<file path="config.mk">
export PLATFORM = sky130hd
export DESIGN_NAME = des_mem_sequencer
export DESIGN_NICKNAME = d
export VERILOG_FILES = /design/src/rtl/des_mem_sequencer.sv
export SDC_FILE = /design/constraint.sdc
export NUM_CORES = 1
export LEC_CHECK = 0
export CAP_MARGIN = 20
export CORE_MARGIN = 5
export CORE_UTILIZATION = 37
export DETAILED_ROUTE_END_ITERATION = 10
export GPL_ROUTABILITY_DRIVEN = 0
export GPL_TIMING_DRIVEN = 1
export PLACE_DENSITY = 0.77
export SLEW_MARGIN = 20
export SYNTH_ARGS = -nofsm -noshare
export SYNTH_HDL_FRONTEND = slang
export SYNTH_SLANG_ARGS = --single-unit
</file>
<file path="constraint.sdc">
create_clock -name clk -period 2.1 [get_ports clk]
set_input_delay 0.315 -clock clk [delete_from_list [all_inputs] [get_ports clk]]
set_output_delay 0.315 -clock clk [all_outputs]
set_load 0.01 [all_outputs]
</file>
<file path="src/rtl/des_mem_sequencer.sv">
// DES block sequencer: streams num_blocks words from a source region of the block RAM
// through the DES core (valid/ready) and writes each result to a destination region.
module des_mem_sequencer #(
   parameter int ADDR_W = 10,
   parameter int DATA_W = 64
) (
   input  logic              clk,
   input  logic              reset,
   input  logic              start,
   input  logic [ADDR_W-1:0] src_base,
   input  logic [ADDR_W-1:0] dst_base,
   input  logic [ADDR_W:0]   num_blocks,
   output logic              busy,
   output logic              done,
   output logic              mem_ce0,
   output logic [ADDR_W-1:0] mem_addr0,
   input  logic [DATA_W-1:0] mem_rdata,
   output logic              mem_ce1,
   output logic              mem_we1,
   output logic [ADDR_W-1:0] mem_addr1,
   output logic [DATA_W-1:0] mem_wdata,
   output logic              core_in_valid,
   input  logic              core_in_ready,
   output logic [DATA_W-1:0] core_in_data,
   input  logic              core_out_valid,
   output logic              core_out_ready,
   input  logic [DATA_W-1:0] core_out_data
);

   localparam logic [ADDR_W-1:0] ONE_ADDR = {{(ADDR_W-1){1'b0}}, 1'b1};
   localparam logic [ADDR_W:0]   ONE_CNT  = {{ADDR_W{1'b0}}, 1'b1};
   localparam logic [ADDR_W:0]   ZERO_CNT = {(ADDR_W+1){1'b0}};

   typedef enum logic [2:0] {
      IDLE      = 3'd0,
      RD_REQ    = 3'd1,
      RD_DATA   = 3'd2,
      SEND      = 3'd3,
      CORE_WAIT = 3'd4,
      WR        = 3'd5,
      DONE      = 3'd6
   } state_t;

   state_t state_r, state_s;

   logic [ADDR_W-1:0] src_ptr_r, dst_ptr_r;
   logic [ADDR_W:0]   remaining_r;
   logic [DATA_W-1:0] blk_r, res_r;
   logic              launch_s;
   logic busy_s, done_s, ce0_s, wr_s, in_valid_s, out_ready_s;
   logic busy_r, done_r, ce0_r, wr_r, in_valid_r, out_ready_r;

   assign launch_s = (state_r == IDLE) && start && (num_blocks != ZERO_CNT);

   // State register
   always_ff @(posedge clk) begin
      if (!reset) begin
         state_r <= IDLE;
      end else begin
         state_r <= state_s;
      end
   end

   // Next-state logic
   always_comb begin
      state_s = state_r;
      case (state_r)
         IDLE:      if (launch_s) state_s = RD_REQ; else state_s = IDLE;
         RD_REQ:    state_s = RD_DATA;
         RD_DATA:   state_s = SEND;
         SEND:      if (core_in_ready) state_s = CORE_WAIT; else state_s = SEND;
         CORE_WAIT: if (core_out_valid) state_s = WR; else state_s = CORE_WAIT;
         WR:        if (remaining_r == ONE_CNT) state_s = DONE; else state_s = RD_REQ;
         DONE:      state_s = IDLE;
         default:   state_s = IDLE;
      endcase
   end

   // Control outputs decoded from the upcoming state so they can leave on flops
   always_comb begin
      busy_s      = 1'b0;
      done_s      = 1'b0;
      ce0_s       = 1'b0;
      wr_s        = 1'b0;
      in_valid_s  = 1'b0;
      out_ready_s = 1'b0;
      case (state_s)
         IDLE:      done_s = (state_r == IDLE) && start && (num_blocks == ZERO_CNT);
         RD_REQ:    begin busy_s = 1'b1; ce0_s = 1'b1; end
         RD_DATA:   busy_s = 1'b1;
         SEND:      begin busy_s = 1'b1; in_valid_s = 1'b1; end
         CORE_WAIT: begin busy_s = 1'b1; out_ready_s = 1'b1; end
         WR:        begin busy_s = 1'b1; wr_s = 1'b1; end
         DONE:      done_s = 1'b1;
         default:   done_s = 1'b0;
      endcase
   end

   // Output flops
   always_ff @(posedge clk) begin
      if (!reset) begin
         busy_r      <= 1'b0;
         done_r      <= 1'b0;
         ce0_r       <= 1'b0;
         wr_r        <= 1'b0;
         in_valid_r  <= 1'b0;
         out_ready_r <= 1'b0;
      end else begin
         busy_r      <= busy_s;
         done_r      <= done_s;
         ce0_r       <= ce0_s;
         wr_r        <= wr_s;
         in_valid_r  <= in_valid_s;
         out_ready_r <= out_ready_s;
      end
   end

   // Pointers, block counter and the block/result holding registers
   always_ff @(posedge clk) begin
      if (!reset) begin
         src_ptr_r   <= {ADDR_W{1'b0}};
         dst_ptr_r   <= {ADDR_W{1'b0}};
         remaining_r <= ZERO_CNT;
         blk_r       <= {DATA_W{1'b0}};
         res_r       <= {DATA_W{1'b0}};
      end else begin
         case (state_r)
            IDLE: begin
               if (launch_s) begin
                  src_ptr_r   <= src_base;
                  dst_ptr_r   <= dst_base;
                  remaining_r <= num_blocks;
               end
            end
            RD_DATA:   blk_r <= mem_rdata;
            CORE_WAIT: if (core_out_valid) res_r <= core_out_data;
            WR: begin
               // pointers wrap naturally at the top of the RAM
               src_ptr_r   <= src_ptr_r + ONE_ADDR;
               dst_ptr_r   <= dst_ptr_r + ONE_ADDR;
               remaining_r <= remaining_r - ONE_CNT;
            end
            default: ;
         endcase
      end
   end

   assign busy           = busy_r;
   assign done           = done_r;
   assign mem_ce0        = ce0_r;
   assign mem_addr0      = src_ptr_r;
   assign mem_ce1        = wr_r;
   assign mem_we1        = wr_r;
   assign mem_addr1      = dst_ptr_r;
   assign mem_wdata      = res_r;
   assign core_in_valid  = in_valid_r;
   assign core_in_data   = blk_r;
   assign core_out_ready = out_ready_r;

endmodule
</file>
After elaboration in Yosys (flattened, before gate mapping)
Cells that the tools add are included.

Equality and inequality tests: 13. Multiplexer cells: 17. Add/subtract/negate cells: 3. Reduce and logical (&&, ||, !) cells: 11.

Operators with widths (count): 10-bit case mux with 2 select lines (2); 11-bit case mux with 2 select lines (1); 10-bit by 1-bit adder with 10-bit output, second input constant (2); 10-bit two-way mux (2); 3-bit case mux with 6 select lines (1); 3-bit equality test, second input constant (5); 3-bit by 2-bit equality test with 1-bit output, second input constant (4); 11-bit by 1-bit equality test with 1-bit output, second input constant (1); 11-bit zero test (1); 11-bit two-way mux (1); 11-bit nonzero test (1); 11-bit by 1-bit subtractor with 11-bit output, second input constant (1); 1-bit two-way mux (7); 3-bit by 1-bit equality test with 1-bit output, second input constant (2); 3-bit zero test (2); 3-bit two-way mux (2); 5-bit OR reduction (1); 2-bit AND reduction (2); 1-bit logical AND (3); 2-bit != test, second input constant (1); 1-bit case mux with 2 select lines (1); 2-bit nonzero test (1).

Word-level logic and storage cells: 56. Output and inout bits: 155. Register bits after elaboration: 168. Input bits: 164.

Depth between registers and ports, before layout
Gate-level depths: netlist (run 1).

Depth after elaboration: 8. Gate-level depth with buffers: 6. Gate-level depth less buffers: 6.

Least setup slack after synthesis (run 1)
OpenSTA, ideal clock, no wires.

Path type: register to register. From: reg remaining_r[5]. To: reg busy_r (netlist: busy). Required time: 1.978 ns. Buffers on the path: 1. Arrival: 2.058 ns. Setup slack: -0.079 ns. Stages on the path, launching flop included: 6. Library setup time: 0.122 ns. Cell sequence: dfxtp_1 > or4_1 > buf_2 > or3_4 > a2111o_1 > o311a_1.

Word-level cells in the longest chain between the ends: 6. Elaborated cells on any way between the ends: 10. Those cells by class: eq/ne (6); mux (3); reduce/logical (1).

Ends and longest elaborated chain: start, declared (line 47) `logic [ADDR_W:0] remaining_r;`; start signal, assigned (line 132) `remaining_r <= num_blocks;`; start signal, assigned (line 141) `remaining_r <= remaining_r - ONE_CNT;`; 11-bit by 1-bit equality test with 1-bit output * (line 73) `WR: if (remaining_r == ONE_CNT) state_s = DONE; else state_s = RD_REQ;`; 3-bit two-way mux * (line 73); 3-bit case mux with 6 select lines * (line 67) `case (state_r)`; 3-bit equality test (tied with other cells) (line 87) `case (state_s)`; 5-bit OR reduction (no line) *; 1-bit two-way mux * (line 87); end signal, assigned (line 109) `busy_r <= busy_s;`; end, declared (line 51) `logic busy_r, done_r, ce0_r, wr_r, in_valid_r, out_ready_r;`.

Every way passes the cells marked *; elsewhere a longest branch is shown, timed or not. A chain may end at the register's enable or synchronous reset.

Worst setup path in the final report (run 1)
Ends and elaborated chain as after synthesis.

==> results of run 1 <==
==> logic make-up after synthesis <==
| group | count (synthesis) | synth area share [%] |
|---|---|---|
| buffers and inverters | 69 | 4.11 |
| AOI/OAI and AO/OA | 217 | 19.4 |
| adders and majority gates | 4 | 0.775 |
| and+or+nand+nor | 359 | 23.4 |
| muxes | 2 | 0.310 |
| DFF | 168 | 52.1 |
==> routing by layer <==
layer | track usage [%] | wire length, um
met1 | 23.9 | 8450
met2 | 35.6 | 10900
met5 | 0 | 0
met3 | 9.54 | 2420
met4 | 5.51 | 323
==> registers in the layout, indices dropped and copies added, names as in the netlist, 3 cells and up <==
name,flops
core_in_data,64
mem_addr0,10
mem_addr1,10
mem_wdata,64
remaining_r,11
state_r,3
==> placed cells by master, fill, tap and decap left out, types with 10 or more instances in the layout <==
cell type,synthesis,routed
clkdlybuf4s50_1,0,318
nand2_1,276,276
dfxtp_1,168,167
a21oi_1,154,154
buf_4,1,38
nor2_1,19,18
clkbuf_16,0,17
nand3_1,14,14
a31oi_1,14,14
o21ai_0,10,10
==> worst register-to-register path: stages (launching register included) <==
cell and delay (ns):
dfxtp_2 0.32, or4_4 0.54, or3_4 0.41, a2111o_1 0.40
o311a_1 0.31
==> report_power, final <==
| part | internal (W) | switching [W] |
|---|---|---|
| Combinational | 0.000834 | 0.000656 |
| Clock | 0.00173 | 0.00145 |
| Sequential | 0.00336 | 0.000131 |
==> worst min-delay path by stage <==
stage                            end  slack (ns)  cells after the start
floorplan            core_in_data[0]        0.45                      2
global placement    core_in_data[35]        0.44                      2
detailed placement   core_in_data[9]        0.45                      2
CTS                    mem_wdata[14]        0.41                      3
global route           mem_wdata[22]        0.42                      3
finish                 mem_wdata[14]        0.43                      3
==> through the flow <==
step	utilization, %	cells	hold slack [ns]
2_1_floorplan	-	819	0.451
3_3_place_gp	58.9	1345	0.441
3_5_place_dp	58.9	1345	0.445
4_1_cts	62.4	1378	0.413
6_report	62.5	1379	0.434
5_1_grt	62.5	1379	0.423
==> area by class of cell <==
type | count | area [sq um]
Inverter | 8 | 32.5
Timing Repair Buffer | 364 | 3630
Fill cell | 1478 | 6460
Sequential cell | 168 | 3360
Clock inverter | 14 | 154
Tap cell | 225 | 282
Clock buffer | 18 | 439
Multi-Input combinational cell | 582 | 2880
==> repair_timing <==
action                     CTS  global route
pin swaps                    1             1
setup endpoints to repair    1             4
setup buffers                1             1
gates resized for setup      1             2
==> flow_summary.rst, run 1 <==
.. list-table::
   :header-rows: 1

   * - Metric
     - Value
   * - Slew at the pin closest to its max-slew limit
     - 0.674 ns
   * - DRC violation total after the first TritonRoute iteration
     - between 300 and 400
   * - Power, Total
     - 0.00816 W
   * - Area enclosed by the die boundary
     - ~0.020 sq mm
   * - Setup-failing EPs final
     - 0
   * - Reg clk slew, reported paths
     - roughly 0.07 ns
   * - Result of the run
     - completed
   * - Ordered list of cells on the worst path
     - or4_4 > or3_4 > a2111o_1 > o311a_1
   * - Cell family with the largest share of critical-path delay
     - simple AND/OR/NAND/NOR gates
   * - Kind of start point of the critical path
     - flip-flop
   * - Nets
     - approximately 1.3k
   * - Slack of the critical path
     - 0.00523 ns
   * - Standard cell core area
     - between 0.015 and 0.02 sq mm
   * - Count of input and output buffers
     - 318
   * - Fmax
     - 477 MHz
   * - R2R Setup Slk
     - between 0.005 and 0.006 ns
   * - CTS H-tree depth
     - 4
   * - CP endpoint kind
     - flip-flop
   * - Share of flip-flops with an asynchronous set or reset after synthesis
     - 0%
   * - Data required time at the worst endpoint
     - 2.40 ns
   * - Critical R2R Capture
     - busy
   * - RSZ-0062 raised after global routing
     - true
   * - Total number of yosys warnings
     - 0
   * - WS Path Type
     - reg -> reg
   * - Number of global-route vias before repair
     - ~6.6k
   * - IO Pins
     - around 320
   * - Most used flip-flop cell after synthesis
     - dfxtp_1
   * - Beginning of the worst hold path
     - core_out_data[14]
   * - Number of cells traversed by the worst register-to-register path
     - 4
   * - GR Util All Layers
     - between 20% and 30%
   * - Yosys top cell by area
     - dfxtp_1
   * - DRC Markers
     - 0
   * - Post-Synthesis Cells
     - approximately 800
   * - Cell with the most instances after synthesis
     - nand2_1
   * - Final setup skew
     - 0.0163 ns
   * - Leakage
     - roughly 3.8 nW
   * - Synth top area share
     - 52.1%
   * - Timing endpoint of the critical path
     - busy
   * - Worst-path cell with the longest stage delay
     - or4_4
   * - Root buffer selected by CTS
     - clkbuf_16
   * - Largest cells by area after synthesis
     - dfxtp_1 52%, nand2_1 16%, a21oi_1 12%
   * - Mean area per synthesized cell
     - 7.89 sq um
   * - Buffers plus inverters on the worst setup path
     - 0
   * - Die W
     - about 140 um
   * - Hold Fails Final Rpt
     - 0
   * - Y dimension of the die
     - 142 um
   * - Antenna violations before repair
     - 0
   * - Final ANT Viol Nets
     - 0
   * - Average wire length per cell after detail routing
     - around 16 um
   * - Area added between synthesis and finish
     - 66.9%
   * - Number of slew-limit violations in the final report
     - 0
   * - Total number of placement rows
     - 48
   * - Total clock buffers created by CTS
     - 17
   * - Maximum number of pins on one net before global-route repair
     - 65
   * - Worst path max stage delay
     - around 0.54 ns
   * - Sum Neg Setup Slack
     - 0 ns
   * - Clock tree from TritonCTS
     - yes
   * - Max-capacitance violation count
     - 0
   * - Count of vias placed by the detailed router
     - 6895
   * - Grt total ovfl
     - 0
   * - EDFF count, synth
     - 0
   * - Number of synthesized register bits
     - 168
   * - Inserted Diodes
     - 0
   * - Via-to-Cell Ratio
     - 5.00
   * - Clock latency on the worst-skew pair
     - roughly 0.42 ns
   * - Final critical delay including setup and external delays
     - 2.09 ns
   * - Most common library cells after synthesis
     - 276 x nand2_1, 168 x dfxtp_1, 154 x a21oi_1, 58 x clkbuf_1, 19 x nor2_1
   * - WP data arrival
     - roughly 2.4 ns
   * - Number of hold buffers added after CTS
     - 0
   * - Post-route design area
     - 0.0108 sq mm
   * - Buffers from clock root to sink, at most
     - 2
   * - Share of the clock period used by the worst path
     - between 90% and 100%
   * - Critical path startpoint
     - remaining_r[5]
   * - Total detailed-routing wirelength
     - about 22000 um
   * - Cell area after synthesis
     - 0.00646 sq mm
   * - Global-route wire length before repair
     - between 30000 and 40000 um
   * - Area of placed instances
     - approximately 0.010 sq mm
   * - Maximum net fanout on the critical path
     - 3
   * - Power per standard cell area
     - between 700 and 800 mW/mm^2
   * - Share of final-layout standard cells stronger than drive strength 1
     - around 8%
   * - Placed wire-length estimate
     - about 16000 um
   * - Start of the worst register-to-register path
     - remaining_r[5]
   * - Maximum VDD drop
     - between 500 and 600 uV
   * - Initial core utilization
     - 37.5%
   * - Post-synthesis cell type count
     - 55
   * - Sequential fraction of the synthesis area
     - 52.1%
   * - Placement Setup Slack
     - -0.346 ns
   * - Hold crit path type
     - in -> reg
   * - Slew headroom
     - a little over half
   * - Depth of the critical timing path with buffers and inverters included
     - 4
   * - Length of the first detailed-routing pass in iterations
     - 5
   * - Net Count, Synth
     - a little under 1k
   * - Num Clock Sinks
     - roughly 170
Note: power is estimated with default switching activity, not from simulation.
==> run 2: changes to the inputs <==
--- a/config.mk
+++ b/config.mk
@@ -6,12 +6,14 @@
 export NUM_CORES = 1
 export LEC_CHECK = 0
 export CAP_MARGIN = 20
+export CELL_PAD_IN_SITES_DETAIL_PLACEMENT = 1
+export CELL_PAD_IN_SITES_GLOBAL_PLACEMENT = 2
 export CORE_MARGIN = 5
-export CORE_UTILIZATION = 37
+export CORE_UTILIZATION = 19
 export DETAILED_ROUTE_END_ITERATION = 10
 export GPL_ROUTABILITY_DRIVEN = 0
 export GPL_TIMING_DRIVEN = 1
-export PLACE_DENSITY = 0.77
+export PLACE_DENSITY_LB_ADDON = 0.1
 export SLEW_MARGIN = 20
 export SYNTH_ARGS = -nofsm -noshare
 export SYNTH_HDL_FRONTEND = slang
==> flow_summary.rst, run 2 (synthesis results as in run 1) <==
.. list-table::
   :header-rows: 1

   * - Metric
     - Value
   * - Result of the run
     - completed
   * - WS Path Type
     - reg -> reg
   * - Clock tree from TritonCTS
     - yes
   * - Buffers plus inverters on the worst setup path
     - 0 (unchanged)
   * - Power per standard cell area
     - 737 mW/mm^2 (-2.7%)
   * - Slew headroom
     - 65.2% (+10 points)
   * - Post-route design area
     - 0.0112 sq mm (+3.7%)
   * - Number of slew-limit violations in the final report
     - 0 (unchanged)
   * - Length of the first detailed-routing pass in iterations
     - 4 (-1)
   * - Initial core utilization
     - 19.3% (-18 points)
   * - Total clock buffers created by CTS
     - 17 (unchanged)
   * - Maximum number of pins on one net before global-route repair
     - 65 (unchanged)
   * - R2R Setup Slk
     - 0.04 ns (+0.03 ns)
   * - Total detailed-routing wirelength
     - 28100 um (+27%)
   * - Leakage
     - 3.83 nW (+1.5%)
   * - Num Clock Sinks
     - 168 (unchanged)
   * - Maximum VDD drop
     - 528 uV (-2.5%)
   * - Maximum net fanout on the critical path
     - 4 (+1)
   * - Commonest cells after routing, fill and taps aside
     - 318 x clkdlybuf4s50_1, 276 x nand2_1, 167 x dfxtp_1
   * - Final design utilization
     - 33.3% (-29 points)
   * - Area of placed instances
     - 0.0106 sq mm (+4.3%)
   * - Data required time at the worst endpoint
     - 2.42 ns (+0.02 ns)
   * - Slew at the pin closest to its max-slew limit
     - 0.518 ns (-0.156 ns)
   * - Post-CTS setup repair buffer count
     - 0 (-1)
   * - Most common cell after layout, fill and taps aside
     - clkdlybuf4s50_1
   * - Clock latency on the worst-skew pair
     - 0.43 ns (about the same)
   * - Final critical delay including setup and external delays
     - 2.06 ns (-0.0320 ns)
   * - Worst path max stage delay
     - 0.54 ns (about the same)
   * - CTS H-tree depth
     - 4 (unchanged)
   * - Cell family with the largest share of critical-path delay
     - simple AND/OR/NAND/NOR gates
   * - RSZ-0062 raised after global routing
     - false
   * - Hold crit path type
     - in -> reg
   * - Hold Fails Final Rpt
     - 0 (unchanged)
   * - Worst-path cell with the longest stage delay
     - or4_4
   * - Ordered list of cells on the worst path
     - or4_4 > or3_4 > a2111o_1 > o311a_1
   * - Max-capacitance violation count
     - 0 (unchanged)
   * - Reg clk slew, reported paths
     - 0.07 ns (about the same)
   * - DRC Markers
     - 0 (unchanged)
   * - Depth of the critical timing path with buffers and inverters included
     - 4 (unchanged)
   * - GR Util All Layers
     - 14.5% (-6.4 points)
   * - Share of the clock period used by the worst path
     - 98.2% (-1.5 points)
   * - Total number of placement rows
     - 67 (+40%)
   * - Average wire length per cell after detail routing
     - 17.5 um (+9.0%)
   * - DRC violation total after the first TritonRoute iteration
     - 233 (-32%)
   * - Slack of the critical path
     - 0.0373 ns (+0.0320 ns)
   * - Antenna violations before repair
     - 0 (unchanged)
   * - Kind of start point of the critical path
     - flip-flop
   * - Area added between synthesis and finish
     - 73.0%
   * - Final setup skew
     - 0.00777 ns (-0.00850 ns)
   * - Die W
     - 194 um (+37%)
   * - Buffers from clock root to sink, at most
     - 2 (unchanged)
   * - Area enclosed by the die boundary
     - 0.0378 sq mm (+87%)
   * - WP data arrival
     - 2.38 ns (about the same)
   * - Root buffer selected by CTS
     - clkbuf_16
   * - Share of final-layout standard cells stronger than drive strength 1
     - 8.27% (+0.30 points)
   * - Global-route wire length before repair
     - 43400 um (+27%)
   * - Count of input and output buffers
     - 318 (unchanged)
   * - Number of hold buffers added after CTS
     - 0 (unchanged)
   * - Y dimension of the die
     - 194 um (+37%)
   * - CP endpoint kind
     - flip-flop
   * - Number of global-route vias before repair
     - 7138 (+8.2%)
   * - Inserted Diodes
     - 0 (unchanged)
   * - Fmax
     - 485 MHz (+1.6%)
   * - Count of vias placed by the detailed router
     - 6853 (-0.61%)
   * - Grt total ovfl
     - 0 (unchanged)
   * - Standard cell core area
     - 0.0335 sq mm (+95%)
   * - Placed wire-length estimate
     - 20400 um (+28%)
   * - Via-to-Cell Ratio
     - 4.26 (-15%)
   * - Placement Setup Slack
     - -0.488 ns (-0.142 ns)
   * - IO Pins
     - 319 (unchanged)
   * - Number of cells traversed by the worst register-to-register path
     - 4 (unchanged)
   * - Nets
     - 1316 (+0.53%)
   * - Setup-failing EPs final
     - 0 (unchanged)
   * - Final ANT Viol Nets
     - 0 (unchanged)
   * - Worst Hold Path Cells
     - 3 (unchanged)
-- run 2: final timing paths --
check,startpoint,end
min,core_out_data[45],mem_wdata[45]
min reg2reg,core_in_data[51],core_in_data[51]
max,remaining_r[7],busy
max reg2reg,remaining_r[7],busy
-- run 2: final cells by class --
cell class | instances | area (sq um)
Tap cell | 448 | 561
Clock buffer | 24 | 482
Fill cell | 3921 | 22400
Multi-Input combinational cell | 582 | 2870
Inverter | 8 | 32.5
Timing Repair Buffer | 371 | 3770
Clock inverter | 8 | 95.1
Sequential cell | 168 | 3360
-- run 2: worst register-to-register path, cell delays in order, from the launching register on --
cell and delay, ns:
dfxtp_1 0.31, or4_4 0.54, or3_4 0.42, a2111o_1 0.40, o311a_1 0.29
-- run 2: per-stage QoR --
step / hold WS, ns / cells / TNS (ns) / total power [W]
final: 0.423 / 1609 / 0 / 0.00823
after global routing: 0.400 / 1609 / 0 / 0.00868
after CTS: 0.384 / 1609 / 0 / 0.00843
after detailed placement: 0.444 / 1577 / -11.85 / 0.00517
after global placement: 0.441 / 1577 / -10.83 / 0.00516
after floorplan: 0.451 / 819 / -0.0130 / 0.00413
-- run 2: power breakdown --
part           switching [W]  internal (W)  leakage, nW
clock                0.00132       0.00184        0.280
sequential          0.000133       0.00336         1.36
combinational       0.000705      0.000869         2.18
total                0.00216       0.00607         3.83
-- run 2: routing by layer --
| layer | vias to the layer above | track usage [%] | share of wire (%) |
|---|---|---|---|
| li1 | 3447 | - | - |
| met5 | - | 0 | 0 |
| met2 | 184 | 23.5 | 47 |
| met1 | 3199 | 17.4 | 43 |
| met3 | 23 | 6.61 | 8.6 |
| met4 | 0 | 4.24 | 1.6 |
-- run 2: what timing repair did --
action,CTS,global route
gates resized for setup,2,2
pin swaps,0,1
endpoints found under the setup margin,2,2
==> run 3: changes to the inputs <==
--- a/config.mk
+++ b/config.mk
@@ -5,7 +5,6 @@
 export SDC_FILE = /design/constraint.sdc
 export NUM_CORES = 1
 export LEC_CHECK = 0
-export CAP_MARGIN = 20
 export CELL_PAD_IN_SITES_DETAIL_PLACEMENT = 1
 export CELL_PAD_IN_SITES_GLOBAL_PLACEMENT = 2
 export CORE_MARGIN = 5
==> results of run 3 <==
Same layout as run 2: the final DEF is identical, and so are final timing and power.
